### src/rtl/usig_mult.sv
// usig_mult: unsigned WIDTH x WIDTH array multiplier.
// oY and oHi are combinational. oYReg is a registered copy of oY
// with an asynchronous active-high clear.
// The product is built from partial-product AND terms.
// Each partial-product row is added into the shifted running sum by a
// ripple row of full adders; the last row forms the upper product bits.
module usig_mult #(
  parameter int unsigned WIDTH = 4
) (
  input  logic               iClk,
  input  logic               iRst,
  input  logic [WIDTH-1:0]   iX1,
  input  logic [WIDTH-1:0]   iX2,
  output logic [2*WIDTH-1:0] oY,
  output logic [2*WIDTH-1:0] oYReg,
  output logic               oHi
);

  logic [2*WIDTH-1:0] y_d;
  logic [2*WIDTH-1:0] y_q;

  genvar gi;
  generate
    for (gi = 0; gi < WIDTH; gi++) begin : g_row
      logic [WIDTH-1:0]   pp;    // pp[j] = iX1[j] & iX2[gi]
      logic [WIDTH:0]     acc;   // running sum after adding this row, carry-out on top
      logic [2*WIDTH-1:0] part;  // product bits already retired below this row

      // Partial-product row for multiplier bit gi
      always_comb begin
        pp = iX1 & {WIDTH{iX2[gi]}};
      end

      if (gi == 0) begin : g_first
        // First row needs no adders: it seeds the running sum directly
        always_comb begin
          acc  = {1'b0, pp};
          part = '0;
        end
      end else begin : g_add
        logic [WIDTH:0] prev;
        logic           carry;

        // The running sum shifts right one place per row.
        // Its LSB retires as product bit gi-1.
        // The remaining bits ripple-add with this row's partial products.
        always_comb begin
          prev  = g_row[gi-1].acc;
          carry = 1'b0;
          acc   = '0;
          for (int unsigned j = 0; j < WIDTH; j++) begin
            acc[j] = prev[j+1] ^ pp[j] ^ carry;
            carry  = (prev[j+1] & pp[j]) | (carry & (prev[j+1] ^ pp[j]));
          end
          acc[WIDTH] = carry;
          part       = g_row[gi-1].part;
          part[gi-1] = prev[0];
        end
      end
    end
  endgenerate

  // Assemble the product: retired low bits, then the final row on top
  always_comb begin
    y_d                    = g_row[WIDTH-1].part;
    y_d[2*WIDTH-1:WIDTH-1] = g_row[WIDTH-1].acc;
  end

  // Registered product copy, cleared asynchronously by reset
  always_ff @(posedge iClk or posedge iRst) begin
    if (iRst) begin
      y_q <= '0;
    end else begin
      y_q <= y_d;
    end
  end

  // Drive outputs; oHi flags a product that does not fit in WIDTH bits
  always_comb begin
    oY    = y_d;
    oYReg = y_q;
    oHi   = |y_d[2*WIDTH-1:WIDTH];
  end

endmodule

### config.mk
export PLATFORM = sky130hd
export DESIGN_NAME = usig_mult
export DESIGN_NICKNAME = d
export VERILOG_FILES = /design/src/rtl/usig_mult.sv
export SDC_FILE = /design/constraint.sdc
export NUM_CORES = 1
export LEC_CHECK = 0
export CAP_MARGIN = 30
export CORE_AREA = 5 5 42 44
export DETAILED_ROUTE_END_ITERATION = 6
export DIE_AREA = 0 0 47 49
export DONT_BUFFER_PORTS = 1
export GPL_TIMING_DRIVEN = 0
export MAX_ROUTING_LAYER = met4
export PLACE_DENSITY_LB_ADDON = 0.3
export RECOVER_POWER = 100
export REMOVE_ABC_BUFFERS = 1
export SYNTH_ARGS = -nofsm -noshare
export SYNTH_HDL_FRONTEND = slang
export SYNTH_SLANG_ARGS = --single-unit
### constraint.sdc
create_clock -name iClk -period 12 [get_ports iClk]
set_clock_uncertainty 0.05 [all_clocks]
set_input_delay 3 -clock iClk [delete_from_list [all_inputs] [get_ports iClk]]
set_output_delay 3 -clock iClk [all_outputs]
set_load 0.03 [all_outputs]
# == Yosys cells after proc, flatten, opt, wreduce, memory -nomap -nowiden ==
# Cells that the tools add are included.
# word_totals
regBits,8
output_inout_bits,17
elab_cells,54
# classes
n_bitwise,52
reduce_logical,1
# op_table
operator,count
$and A1 B1 Y1,20
$xor A1 B1 Y1,20
$and A4 B4 Y4,4
$or A1 B1 Y1,8
$reduce_or A4 Y1,1

# == Logic depth before layout (Yosys ltp) ==
# Gate-level depths: netlist of the first run.
# logic_depth
word_depth,17
ltp_mapped,16
depth_no_buf,15

# == Worst setup path after synthesis of the first run ==
# Ideal clock, no wire load.
# synth_timing
path_kind,input to output
startpoint,input iX2[0]
endpoint,output oHi
t_arrival_ps,6511
required_time_ps,8950
path_slack_ps,2439
path_stages,13
cell_sequence,and2_1 > ha_1 > inv_1 > fa_1 > fa_1 > fa_1 > inv_1 > fa_1 > fa_1 > inv_1 > fa_1 > fa_1 > nand4b_1
# synth_between
elab_chain_len,17
elab_cells_between_ends,47
cone_classes,46 x bitwise; 1 x reduce/logical
# synth_rtl
item,line,source
start: declaration,13,"input logic [WIDTH-1:0] iX2,"
$and A4 B4 Y4 *,31,pp = iX1 & {WIDTH{iX2[gi]}};
$and A1 B1 Y1 or $xor A1 B1 Y1 (tied branches),"53, 52",
$and A1 B1 Y1,53,carry = (prev[j+1] & pp[j]) | (carry & (prev[j+1] ^ pp[j]));
$or A1 B1 Y1,53,
$and A1 B1 Y1 or $xor A1 B1 Y1 (tied branches),"53, 52",
$or A1 B1 Y1 or $xor A1 B1 Y1 (tied branches),"53, 52",
$xor A1 B1 Y1 or $and A1 B1 Y1 (tied branches),"52, 53",
$xor A1 B1 Y1 or $or A1 B1 Y1 (tied branches),"52, 53",
$xor A1 B1 Y1 or $and A1 B1 Y1 (tied branches),"52, 53",
$xor A1 B1 Y1 or $or A1 B1 Y1 (tied branches),"52, 53",
$and A1 B1 Y1 or $xor A1 B1 Y1 (tied branches),"53, 52",
$or A1 B1 Y1 or $xor A1 B1 Y1 (tied branches),"53, 52",
$and A1 B1 Y1,53,
$or A1 B1 Y1,53,
$and A1 B1 Y1,53,
$or A1 B1 Y1,53,
$reduce_or A4 Y1 *,82,oHi = |y_d[2*WIDTH-1:WIDTH];
end: declaration,16,output logic oHi
# Every way passes the cells marked *; elsewhere a longest branch is shown, timed or not.

# == Worst setup path after layout of the first run ==
# Same ends and word-level chain as after synthesis.

==> flow_metrics.env, run 1 <==
export IMPL_status="completed"
export IMPL_portBuffers=0
export IMPL_grt_util_all_layers_pct=10.3
export IMPL_fillers=142
export IMPL_die_w_um=47
export IMPL_rows=14
export IMPL_diodes=0
export IMPL_cts_resized=0
export IMPL_placed_cell_area_um2=571
export IMPL_hp_class="in2async"
export IMPL_ir_worst_vdd_uv=43.5
export IMPL_cts_root_buf="clkbuf_4"
export IMPL_synth_seq_cells=8
export IMPL_cellPowerDensity_nw_per_um2=163
export IMPL_arrival_ns=6.62
export IMPL_clockBufferDepth=2
export IMPL_grt_max_degree=9
export IMPL_path_clk_slew_ns=0.05
export IMPL_finalCriticalPeriod_ns=9.67
export IMPL_dp_hpwl_um=890
export IMPL_largest_reg_flops=8
export IMPL_die_area_um2=2300
export IMPL_postCtsHoldBufs=0
export IMPL_yosysSeqAreaShare_pct=35.9
export IMPL_final_area_um2=593
export IMPL_cp_required_ns=8.95
export IMPL_tightest_slew_ns=0.485
export IMPL_grt_antenna_before_repair=0
export IMPL_ys_types=8
export IMPL_hold_ws_ns=2.53
export IMPL_cp_startpoint="iX2[0]"
export IMPL_leakage_nw=0.307
export IMPL_drive_gt1_share_pct=5.66
export IMPL_finalCritPeriodShare_pct=80.6
export IMPL_clock_sinks=8
export IMPL_syn2layout_area_growth_pct=6.28
export IMPL_nNetsFinal=77
export IMPL_hold_viol=0
export IMPL_ys_top_cells_by_area="dfrtp_1 (36%), fa_1 (29%), and2_1 (10%)"
export IMPL_die_y_um=49
export IMPL_cp_start_kind="input pin"
export IMPL_grt_overflow_total=0
export IMPL_maxSlewViolCount=0
export IMPL_grt_pass1_wl_mm=1.59
export IMPL_yosysTopAreaCell="dfrtp_1"
export IMPL_vias_per_cell=4.62
export IMPL_wl_um=939
export IMPL_post_drt_wl_per_cell_um=13.6
export IMPL_antenna_left=0
export IMPL_grt_pass1_vias=326
export IMPL_maxSlewHeadroom_pct=67.7
export IMPL_rsz0062_at_grt="no"
export IMPL_final_core_util_pct=42.3
export IMPL_max_freq_mhz=103
export IMPL_fin_tns_setup_ns=0
export IMPL_core_area_um2=1400
export IMPL_final_cell_mix="inv_1 (13), fa_1 (8), dfrtp_1 (8)"
export IMPL_syn_area_per_cell_um2=10.9
export IMPL_worst_setup_path_end_kind="output port"
export IMPL_drc=0
export IMPL_via_count=319
export IMPL_cts_buffers=3
export IMPL_ys_warn_count=0
export IMPL_drv_cap=0
export IMPL_drt_iter0_markers=3
export IMPL_cts_htree_levels=1
export IMPL_layout_commonest_cell="inv_1"
export IMPL_gp_congestion=0.732
export IMPL_cts_tree="done"
export IMPL_setup_violations=0
export IMPL_synth_cells=51
export IMPL_dr_pass1_iters=2
export IMPL_boundaryPins=27
export IMPL_initial_utilization_pct=39.8
export IMPL_critical_path_class="in2out"
export IMPL_post_cts_setup_buffers=0
export IMPL_synth_area_um2=558
export IMPL_cp_max_fo=4
export IMPL_synth_top_area_share_pct=35.9
export IMPL_crit_path_end="oHi"
-- metal layers --
layer | vias up | global-route usage [%] | wire length (µm)
met4 | 0 | 8.29 | 8
met5 | - | - | 0
li1 | 151 | - | -
met2 | 13 | 14.9 | 562
met1 | 153 | 9.86 | 274
met3 | 2 | 5.17 | 94
-- where the power goes --
group	switching [mW]	internal (mW)	total [mW]
sequential	0.0131	0.0323	0.0455
combinational	0.0236	0.00844	0.0320
clock	0.00765	0.0113	0.0190
total	0.0444	0.0521	0.0965
-- how the worst min path moves through the flow --
stage	startpoint	endpoint	slack, ns	cells past startpoint
6_report	iRst	oYReg[3]	2.53	1
2_1_floorplan	iRst	oYReg[0]	2.77	1
5_1_grt	iRst	oYReg[3]	2.56	1
3_3_place_gp	iRst	oYReg[0]	2.79	1
4_1_cts	iRst	oYReg[3]	2.54	1
3_5_place_dp	iRst	oYReg[1]	2.80	1
-- final cells by class --
class | count | area [µm²] | area share, %
multi-input cells | 29 | 302 | 50.8
clock buffers | 3 | 22.5 | 3.80
well taps | 16 | 20.0 | 3.38
flip-flops and latches | 8 | 200 | 33.8
inverters | 13 | 48.8 | 8.23
-- cell usage after synthesis --
cell type / instances
inv_1: 13
and2_1: 9
dfrtp_1: 8
fa_1: 8
nand2_1: 7
ha_1: 4
buf_4: 1
nand4b_1: 1
-- critical path, stage by stage --
cell	delay [ns]
and2_0	0.11
ha_1	0.15
inv_1	0.05
fa_1	0.37
fa_1	0.53
fa_1	0.17
inv_1	0.05
fa_1	0.38
fa_1	0.49
inv_1	0.05
fa_1	0.43
fa_1	0.51
nand4b_1	0.34
-- through the flow --
stage	total power, mW	worst slack, ns	instances
after floorplan	0.0746	2.44	50
after global placement	0.0783	2.35	66
after detailed placement	0.0792	2.32	66
after CTS	0.0987	2.31	69
after global routing	0.102	2.19	69
final	0.0965	2.33	69
-- cells by family after synthesis --
logic type / share of synthesized area, %
flops: 35.9
fa+ha+maj: 37.7
simple gates: 16.4
buf+inv: 10.1
Power figures use the tool's default switching activity.
==> run 2: changes to the inputs <==
Clock period 12 ns to 9.75 ns, I/O delays scaled along.
==> results of run 2 <==
The final DEF is identical to that of run 1. Status: completed.
Among the figures that moved: setup slack after placement 2.32 ns -> 1.19 ns; setup slack after layout 2.33 ns -> 1.21 ns; hold slack 2.53 ns -> 1.97 ns; total power 0.0965 mW -> 0.119 mW; worst IR drop on VDD 43.5 µV -> 53.5 µV
